$ cat src/rtl/qam_symbol_scheduler_pkg.sv
// Shared types for the QAM symbol scheduler: symbol type, scheduler state
// encoding and a saturating counter helper.
package qam_symbol_scheduler_pkg;

  typedef logic [3:0] qam_sym_t;

  typedef enum logic [1:0] {
    SCHED_IDLE  = 2'd0,
    SCHED_PRIME = 2'd1,
    SCHED_RUN   = 2'd2
  } SCHED_STATE;

  localparam int CNT_W = 16;

  function automatic logic [CNT_W-1:0] sat_inc(input logic [CNT_W-1:0] v);
    return (v == {CNT_W{1'b1}}) ? v : v + CNT_W'(1);
  endfunction

endpackage

$ cat src/rtl/qam_symbol_scheduler_symbol_fifo.sv
// Synchronous symbol FIFO with natural-wrap pointers and an explicit level
// counter so that full (level == DEPTH) is distinguishable from empty.
module symbol_fifo
  import qam_symbol_scheduler_pkg::*;
#(
  parameter int DEPTH = 16
) (
  input  logic                     clk_i,
  input  logic                     rst_i,
  input  logic                     push_i,
  input  logic                     pop_i,
  input  qam_sym_t                 din_i,
  output qam_sym_t                 head_o,
  output logic [$clog2(DEPTH):0]   level_o,
  output logic                     full_o,
  output logic                     empty_o,
  output logic                     overflow_o
);

  localparam int AW = $clog2(DEPTH);

  qam_sym_t        mem_q [DEPTH];
  logic [AW-1:0]   wr_q, wr_d, rd_q, rd_d;
  logic [AW:0]     level_q, level_d;
  logic            push_ok, pop_ok;

  assign full_o  = (level_q == (AW+1)'(DEPTH));
  assign empty_o = (level_q == '0);
  assign head_o  = mem_q[rd_q];
  assign level_o = level_q;

  // A full FIFO still takes a push when the head leaves in the same cycle.
  assign pop_ok     = pop_i && !empty_o;
  assign push_ok    = push_i && (!full_o || pop_ok);
  assign overflow_o = push_i && full_o && !pop_ok;

  always_comb begin
    wr_d    = wr_q;
    rd_d    = rd_q;
    level_d = level_q;
    if (push_ok) wr_d = wr_q + AW'(1);
    if (pop_ok)  rd_d = rd_q + AW'(1);
    case ({push_ok, pop_ok})
      2'b10:   level_d = level_q + (AW+1)'(1);
      2'b01:   level_d = level_q - (AW+1)'(1);
      default: level_d = level_q;
    endcase
  end

  always_ff @(posedge clk_i or posedge rst_i) begin
    if (rst_i) begin
      wr_q    <= '0;
      rd_q    <= '0;
      level_q <= '0;
    end else begin
      wr_q    <= wr_d;
      rd_q    <= rd_d;
      level_q <= level_d;
    end
  end

  always_ff @(posedge clk_i) begin
    if (push_ok) mem_q[wr_q] <= din_i;
  end

endmodule

$ cat src/rtl/qam_symbol_scheduler.sv
// Paces buffered QAM symbols out at one strobe per ipSymbolPeriod clocks,
// substituting the idle symbol on underrun and counting under/overflows.
module qam_symbol_scheduler
  import qam_symbol_scheduler_pkg::*;
#(
  parameter int DEPTH       = 16,
  parameter int PRIME_LEVEL = 8
) (
  input  logic                     ipClk,
  input  logic                     ipReset,
  input  logic                     ipEnable,
  input  logic [15:0]              ipSymbolPeriod,
  input  logic [3:0]               ipIdleSymbol,
  input  logic                     ipClearCounters,
  input  logic [3:0]               ipQAMBlock,
  input  logic                     ipQAMBlockValid,
  output logic                     opReady,
  output logic [3:0]               opQAMBlock,
  output logic                     opQAMBlockValid,
  output logic                     opSymbolIsData,
  output logic [$clog2(DEPTH):0]   opFIFO_Level,
  output logic [15:0]              opUnderruns,
  output logic [15:0]              opOverflows
);

  localparam int LW = $clog2(DEPTH) + 1;

  SCHED_STATE        state_q, state_d;
  logic [CNT_W-1:0]  cnt_q, cnt_d;
  qam_sym_t          sym_q, sym_d;
  logic              vld_q, vld_d;
  logic              isdata_q, isdata_d;
  logic [CNT_W-1:0]  und_q, und_d, ovf_q, ovf_d;

  qam_sym_t          head;
  logic [LW-1:0]     level;
  logic              full, empty, overflow, fire, pop;

  // Emit only while still enabled; dropping enable suppresses that slot.
  assign fire = (state_q == SCHED_RUN) && ipEnable && (cnt_q == '0);
  assign pop  = fire && !empty;

  symbol_fifo #(.DEPTH(DEPTH)) u_fifo (
    .clk_i      (ipClk),
    .rst_i      (ipReset),
    .push_i     (ipQAMBlockValid),
    .pop_i      (pop),
    .din_i      (ipQAMBlock),
    .head_o     (head),
    .level_o    (level),
    .full_o     (full),
    .empty_o    (empty),
    .overflow_o (overflow)
  );

  always_comb begin
    state_d  = state_q;
    cnt_d    = cnt_q;
    sym_d    = sym_q;
    vld_d    = 1'b0;
    isdata_d = isdata_q;
    und_d    = und_q;
    ovf_d    = ovf_q;
    case (state_q)
      SCHED_IDLE: if (ipEnable) state_d = SCHED_PRIME;
      SCHED_PRIME: begin
        if (!ipEnable) state_d = SCHED_IDLE;
        else if (level >= LW'(PRIME_LEVEL)) begin
          state_d = SCHED_RUN;
          cnt_d   = '0;
        end
      end
      SCHED_RUN: begin
        if (!ipEnable) state_d = SCHED_IDLE;
        else if (cnt_q == '0) begin
          vld_d = 1'b1;
          cnt_d = (ipSymbolPeriod == '0) ? '0 : ipSymbolPeriod - 16'd1;
          if (!empty) begin
            sym_d    = head;
            isdata_d = 1'b1;
          end else begin
            sym_d    = ipIdleSymbol;
            isdata_d = 1'b0;
            und_d    = sat_inc(und_q);
          end
        end else cnt_d = cnt_q - CNT_W'(1);
      end
      default: state_d = SCHED_IDLE;
    endcase
    if (overflow) ovf_d = sat_inc(ovf_q);
    if (ipClearCounters) begin
      und_d = '0;
      ovf_d = '0;
    end
  end

  always_ff @(posedge ipClk or posedge ipReset) begin
    if (ipReset) begin
      state_q  <= SCHED_IDLE;
      cnt_q    <= '0;
      sym_q    <= '0;
      vld_q    <= 1'b0;
      isdata_q <= 1'b0;
      und_q    <= '0;
      ovf_q    <= '0;
    end else begin
      state_q  <= state_d;
      cnt_q    <= cnt_d;
      sym_q    <= sym_d;
      vld_q    <= vld_d;
      isdata_q <= isdata_d;
      und_q    <= und_d;
      ovf_q    <= ovf_d;
    end
  end

  assign opReady         = !full;
  assign opQAMBlock      = sym_q;
  assign opQAMBlockValid = vld_q;
  assign opSymbolIsData  = isdata_q;
  assign opFIFO_Level    = level;
  assign opUnderruns     = und_q;
  assign opOverflows     = ovf_q;

endmodule

$ cat config.mk
export PLATFORM = sky130hd
export DESIGN_NAME = qam_symbol_scheduler
export DESIGN_NICKNAME = d
export VERILOG_FILES = /design/src/rtl/qam_symbol_scheduler_pkg.sv /design/src/rtl/qam_symbol_scheduler_symbol_fifo.sv /design/src/rtl/qam_symbol_scheduler.sv
export SDC_FILE = /design/constraint.sdc
export NUM_CORES = 1
export LEC_CHECK = 0
export ABC_AREA = 1
export CORE_UTILIZATION = 55
export DETAILED_ROUTE_END_ITERATION = 10
export PLACE_DENSITY = 0.88
export SKIP_LAST_GASP = 1
export SYNTH_ARGS = -nofsm -noshare
export SYNTH_HDL_FRONTEND = slang
export SYNTH_SLANG_ARGS = --single-unit
$ cat constraint.sdc
create_clock -name ipClk -period 3.1 [get_ports ipClk]
set_clock_uncertainty 0.15 [all_clocks]
set_input_delay 0.62 -clock ipClk [delete_from_list [all_inputs] [get_ports ipClk]]
set_output_delay 0.62 -clock ipClk [all_outputs]
set_load 0.03 [all_outputs]
Word-level counts from Yosys, hierarchy flattened:

Memory sizes are Yosys's and may differ from the RTL's.
Cells that the tools add are included.

* flip-flop bits (word level): 69
* bits in writable memories: 64
* input port bits: 29
* memories: 1

* add/subtract/negate cells: 8
* $lt $le $gt $ge: 1
* equality and inequality tests: 15
* mux-type cells: 28
* reductions and logical operators: 27

Memories
* u_fifo.mem_q: words 16, width 4, rd ports 1, clocked after memory_dff 0, wr ports 1, line qam_symbol_scheduler_symbol_fifo.sv:22 `qam_sym_t mem_q [DEPTH];`

Operator list (number)
* 2-to-1 mux 16 bit: 14
* adder 16 x 1 -> 16 bit (second input constant): 2
* == test 16 bit (second input constant): 2
* logical NOT 16 bit: 2
* one-hot mux 16 bit (2 select lines): 1
* subtractor 16 x 1 -> 16 bit (second input constant): 2
* != test 2 bit (second input constant): 7
* nonzero test 2 bit: 7
* one-hot mux 5 bit (2 select lines): 1
* adder 4 x 1 -> 4 bit (second input constant): 2
* 2-to-1 mux 2 bit: 4
* logical AND 1 bit: 7
* 2-to-1 mux 1 bit: 6
* one-hot mux 2 bit (3 select lines): 1
* AND reduction 3 bit: 2
* adder 5 x 1 -> 5 bit (second input constant): 1
* == test 5 bit (second input constant): 1
* greater-or-equal comparator 5 x 4 -> 1 bit (second input constant): 1
* logical NOT 5 bit: 1
* AND reduction 5 bit: 1
* subtractor 5 x 1 -> 5 bit (second input constant): 1
* == test 2 x 1 -> 1 bit (second input constant): 2
* == test 2 bit (second input constant): 2
* 2-to-1 mux 4 bit: 1
* 6 further kinds: 8

Longest topological paths before layout:

* depth after elaboration: 9
* depth in mapped cells: 18
* mapped depth without buffers: 18

Hierarchy:

A second synthesis with hierarchy kept.

* cells, all modules: 925
* area total of the unflattened synthesis: 7707.4 µm²

By module, submodules not included
* qam_symbol_scheduler: times used 1, cells an instance 630, area each 4279.1 µm², seq. area each 1401.3 µm²
* symbol_fifo: times used 1, cells an instance 295, area each 3428.3 µm², seq. area each 2247.2 µm²

Least setup slack after synthesis:

OpenSTA, ideal clock, no wires.

* path type: register -> register
* start point: register cnt_q[0]
* end point: register u_fifo.level_q[4] (netlist: u_fifo.level_o[4])
* data arrival time: 1.890 ns
* path slack: 0.942 ns
* cell stages (with the launch flop): 18
* clock period less this slack: 2.158 ns
* cell sequence: dfrtp_1 > inv_1 > ha_1 > nand2_1 > nor2_2 > nand2_4 > nor2_4 > buf_6 > nand4_2 > nand2_1 > inv_1 > ha_1 > inv_1 > nand2_1 > nand3_2 > nand3_1 > nand3_1 > nand2_1

* longest elaborated chain between the ends: 8

RTL lines
* from (decl): line qam_symbol_scheduler.sv:29 `logic [CNT_W-1:0] cnt_q, cnt_d;`
* from (signal assigned): line qam_symbol_scheduler.sv:108 `cnt_q <= cnt_d;`
* logical NOT 16 bit (*): line qam_symbol_scheduler.sv:40 `assign fire = (state_q == SCHED_RUN) && ipEnable && (cnt_q == '0);`
* logical AND 1 bit (*): line qam_symbol_scheduler.sv:40
* logical AND 1 bit (*): line qam_symbol_scheduler.sv:41 `assign pop = fire && !empty;`
* logical AND 1 bit (*): line qam_symbol_scheduler_symbol_fifo.sv:33 `assign pop_ok = pop_i && !empty_o;`
* logical OR 1 bit: line qam_symbol_scheduler_symbol_fifo.sv:34 `assign push_ok = push_i && (!full_o || pop_ok);`
* logical AND 1 bit: line qam_symbol_scheduler_symbol_fifo.sv:34
* == test 2 x 1 -> 1 bit or == test 2 bit (tied branches): line qam_symbol_scheduler_symbol_fifo.sv:43 `case ({push_ok, pop_ok})`
* one-hot mux 5 bit (2 select lines) or nonzero test 2 bit (tied branches)
* to (signal assigned): line qam_symbol_scheduler_symbol_fifo.sv:58 `level_q <= level_d;`
* to (decl): line qam_symbol_scheduler_symbol_fifo.sv:24 `logic [AW:0] level_q, level_d;`

Mark *: on every way between the ends. The rest lies on a longest branch, timed or not.
A chain may end at the register's enable or synchronous reset.

Worst setup path after layout:

* start point: register u_fifo.level_q[2] (netlist: u_fifo.level_o[2])
* end point: output port opReady

* longest elaborated chain between the ends: 2

RTL lines
* == test 5 bit: line qam_symbol_scheduler_symbol_fifo.sv:27 `assign full_o = (level_q == (AW+1)'(DEPTH));`
* logical NOT 1 bit: line qam_symbol_scheduler.sv:117 `assign opReady = !full;`
* to (decl): line qam_symbol_scheduler.sv:17 `output logic opReady,`

No other way between the ends.

==> metrics <==
mean area per synthesized cell 8.90 sq um; RSZ-0062 raised after global routing no; master of the slowest instance on the critical path sky130_fd_sc_hd__dfrtp_1; deepest clock path buffer count 2; crit path capture opReady; Post-synth EDFFs 64; area overhead of the layout relative to synthesis 21.8%; cell count of the worst reg-to-reg path 12; Max-cap violations 0; IO buf count 72; Vias per Instance 5.83; post-synthesis cell area ~7000 sq um; antenna violations before repair 0; wire length after detailed routing 17700 um; Hold/Removal Path Class reg -> reg; placeable core area approximately 13000 sq um; leakage component of the power 3.51 nW; CP arrival 1.85 ns; Net count, final 919; status complete, no violations; Initial DRT Pass Iterations 6; simple logic cell fraction of the synthesized area 0.226; number of clock sinks ~130; dominant combinational cell family by area after synthesis simple AND/OR/NAND/NOR gates; Slew Viols, Final 0; Max stage delay on crit path 0.44 ns; synthesized-area fraction occupied by adder cells 0.0212; power density over the cells 802 nW/um^2; number of global-route vias before repair 6097; Final Setup Violations 0; switching share of power 0.390; wire length per cell 16.7 um; Clk Latency, worst-skew pair between 0.4 and 0.5 ns; path length in cells of the critical path 7; register clock-pin slew on the reported worst setup and hold paths 0.06 ns; post-layout min period 2.62 ns; Max Freq around 380 MHz; full die area 13300 sq um; kind of cell with the highest combined delay on the critical path simple AND/OR/NAND/NOR gates; endpoint required time on the critical path 2.33 ns; type of destination of the critical path output pin; layout cells sized above 1 0.0831; number of buffers created by CTS 17; compound-gate portion of the synthesized area 0.128; Tot Pwr ~0.0069 W; Ys Warns 0; gate count of the mapped netlist 795; violation count after the first detailed-route iteration 616; largest fanout on the critical path 5; overall die height approximately 120 um; endpoint of the most critical register-to-register path u_fifo.mem_q[3][0]$_DFFE_PP_; worst max-slew margin expressed relative to the limit 0.362; measured slew at the worst slew-check pin approximately 0.96 ns; number of placement rows 41; Clock power frac 0.300; share of synthesized area occupied by flip-flops and latches 0.515; worst ir drop on vdd 0.473 mV; total negative slack for setup checks 0 ns; design internal power approximately 0.0042 W; last weighted congestion value of the routability-driven placer 0.909; io pins 73; top cell type by total area after synthesis sky130_fd_sc_hd__edfxtp_1; CTS tree built; count of unresolved DRC violations after routing 0; cell types with the largest area share after synthesis sky130_fd_sc_hd__edfxtp_1 (27%), sky130_fd_sc_hd__dfrtp_1 (24%), sky130_fd_sc_hd__nand2_1 (7.3%), sky130_fd_sc_hd__nor2_1 (5.7%), sky130_fd_sc_hd__o21ai_0 (5.1%); most instantiated flip-flop cell in the synthesis netlist sky130_fd_sc_hd__dfrtp_1; flops & latches, synth 133; Via Count 6196; area share of the largest cell type after synthesis 0.271; library cell used as clock root buffer sky130_fd_sc_hd__clkbuf_16; Post-CTS Setup Bufs 0; maximum number of pins on one net before global-route repair 44; synth unique cells 42; setup slack of the worst register-to-register path 0.51 ns; CTS Hold Buffers Added 0; number of hold violations in the final report 0; multiplexer share of the synthesized area 0; async set or reset register ratio after synthesis 0.519; wire length of the first global-routing pass just under 30000 um; Setup Crit Path Kind reg -> out; Switching Power about 0.0027 W; DIE WIDTH 115 um; overall overflow remaining after global route 0; sequential power share 0.347; net count after synthesis 836; final worst path period share 0.846; cell-by-cell listing of the critical path inv_1 -> nand2_1 -> nor2_1 -> nand2_1 -> nor2_1 -> inv_1 -> dlymetal6s2s_1; relative contribution of combinational cells to total power 0.353; Worst Setup Start Kind flip-flop; number of H-tree levels 4; GRT Resource Usage Total 0.283; worst setup path start u_fifo.level_o[2]$_DFFE_PP0P_; xor and xnor area share after synthesis 0.0483; sum of buffers and inverters on the critical path 3; Crit Reg-Reg Startpoint cnt_q[0]$_DFFE_PP0P_; Detail Placement HPWL 11600 um; count of inserted antenna diode cells 0; initial standard-cell utilization of the core 0.563; final antenna-violating net count 0
==> cell families (layout without fill, tap and decap cells) <==
logic type / after synthesis / after routing
compound gates: 146 / 146
flops: 133 / 133
buf+inv: 110 / 206
simple gates: 355 / 355
xor+xnor: 39 / 39
fa+ha+maj: 12 / 12
==> how the worst min path moves through the flow <==
stage | startpoint | end | slack (ns) | depth (start not counted)
3_3_place_gp | state_q[0]$_DFFE_PP0P_ | state_q[0]$_DFFE_PP0P_ | 0.30 | 1
4_1_cts | state_q[0]$_DFFE_PP0P_ | state_q[0]$_DFFE_PP0P_ | 0.34 | 1
5_1_grt | opQAMBlock[1]$_DFFE_PP0N_ | opQAMBlock[1]$_DFFE_PP0N_ | 0.35 | 2
3_5_place_dp | opQAMBlock[1]$_DFFE_PP0N_ | opQAMBlock[1]$_DFFE_PP0N_ | 0.32 | 2
6_report | opQAMBlock[1]$_DFFE_PP0N_ | opQAMBlock[1]$_DFFE_PP0N_ | 0.34 | 2
2_1_floorplan | state_q[0]$_DFFE_PP0P_ | state_q[0]$_DFFE_PP0P_ | 0.29 | 1
==> cells in the final DEF, fill, tap and decap left out, types with 16 or more instances in the layout <==
cell type                         count
sky130_fd_sc_hd__dfrtp_1             69
sky130_fd_sc_hd__o221ai_1            20
sky130_fd_sc_hd__edfxtp_1            64
sky130_fd_sc_hd__o21ai_0             72
sky130_fd_sc_hd__clkbuf_16           17
sky130_fd_sc_hd__inv_1               87
sky130_fd_sc_hd__nand3_1             39
sky130_fd_sc_hd__clkdlybuf4s50_1     71
sky130_fd_sc_hd__xor2_1              35
sky130_fd_sc_hd__a21oi_1             18
sky130_fd_sc_hd__nor3_1              17
sky130_fd_sc_hd__nand2_1            138
sky130_fd_sc_hd__nand4_1             16
sky130_fd_sc_hd__nor2_1             108
==> stage by stage <==
step	util	area, sq um	cells	hold slack (ns)	worst slack [ns]
final	0.686	8620	1063	0.339	0.479
after global routing	0.686	8620	1063	0.353	0.351
after CTS	0.686	8620	1063	0.338	0.126
after detailed placement	0.638	8010	1031	0.325	0.273
after global placement	0.638	8010	1031	0.304	0.343
after floorplan	-	7080	795	0.290	0.590
==> power groups by stage <==
| stage | sequential (W) | combinational [W] | clock [W] |
|---|---|---|---|
| 5_1_grt | 0.00242 | 0.00268 | 0.00215 |
| 3_3_place_gp | 0.00240 | 0.00227 | 0 |
| 6_report | 0.00240 | 0.00244 | 0.00207 |
| 3_5_place_dp | 0.00242 | 0.00234 | 0 |
| 2_1_floorplan | 0.00250 | 0.00153 | 0 |
| 4_1_cts | 0.00239 | 0.00241 | 0.00208 |
==> state kept, by name, summed over array words and instances, names as in the netlist <==
name and count:
opOverflows 16, cnt_q 16, u_fifo.rd_q 4, state_q 2, u_fifo.wr_q 4, opQAMBlockValid 1
opSymbolIsData 1, u_fifo.level_o 5, opUnderruns 16, opQAMBlock 4, u_fifo.mem_q 64
==> synthesized netlist by cell type, types with 16 or more instances <==
cell type and n:
sky130_fd_sc_hd__dfrtp_1 69, sky130_fd_sc_hd__nand2_1 138, sky130_fd_sc_hd__o21ai_0 72, sky130_fd_sc_hd__xor2_1 35, sky130_fd_sc_hd__nand4_1 16, sky130_fd_sc_hd__o221ai_1 20
sky130_fd_sc_hd__nand3_1 39, sky130_fd_sc_hd__edfxtp_1 64, sky130_fd_sc_hd__nor3_1 17, sky130_fd_sc_hd__nor2_1 108, sky130_fd_sc_hd__a21oi_1 18, sky130_fd_sc_hd__inv_1 88
==> area by class of cell <==
class                      count  area, sq um
clock inverter                13          174
sequential                   133         3650
timing repair buffer          81          803
clock buffer                  19          433
tap                          172          215
multi-input combinational    552         3000
inverter                      93          350
fill                         898         3950
==> metal layers <==
metal	up-vias	part of all wire	global-route usage
met1	2913	0.40	0.355
met3	56	0.088	0.0675
li1	2890	-	-
met4	0	0.026	0.122
met2	337	0.49	0.471
met5	-	0	0
==> worst reg2reg max path: cells and delay by family (launching register included) <==
kind,cells,cell delay (ns)
flip-flops,1,0.38
AND/OR/NAND/NOR,8,1.16
buffers and inverters,3,0.36
adder cells (fa/ha/maj),1,0.22
==> repair_timing <==
item / CTS / global route
setup endpoints to repair: 0 / 1
endpoints found under the hold margin: 0 / 0
gates resized for setup: 0 / 1
No activity file was read; power rests on OpenSTA's default activity.
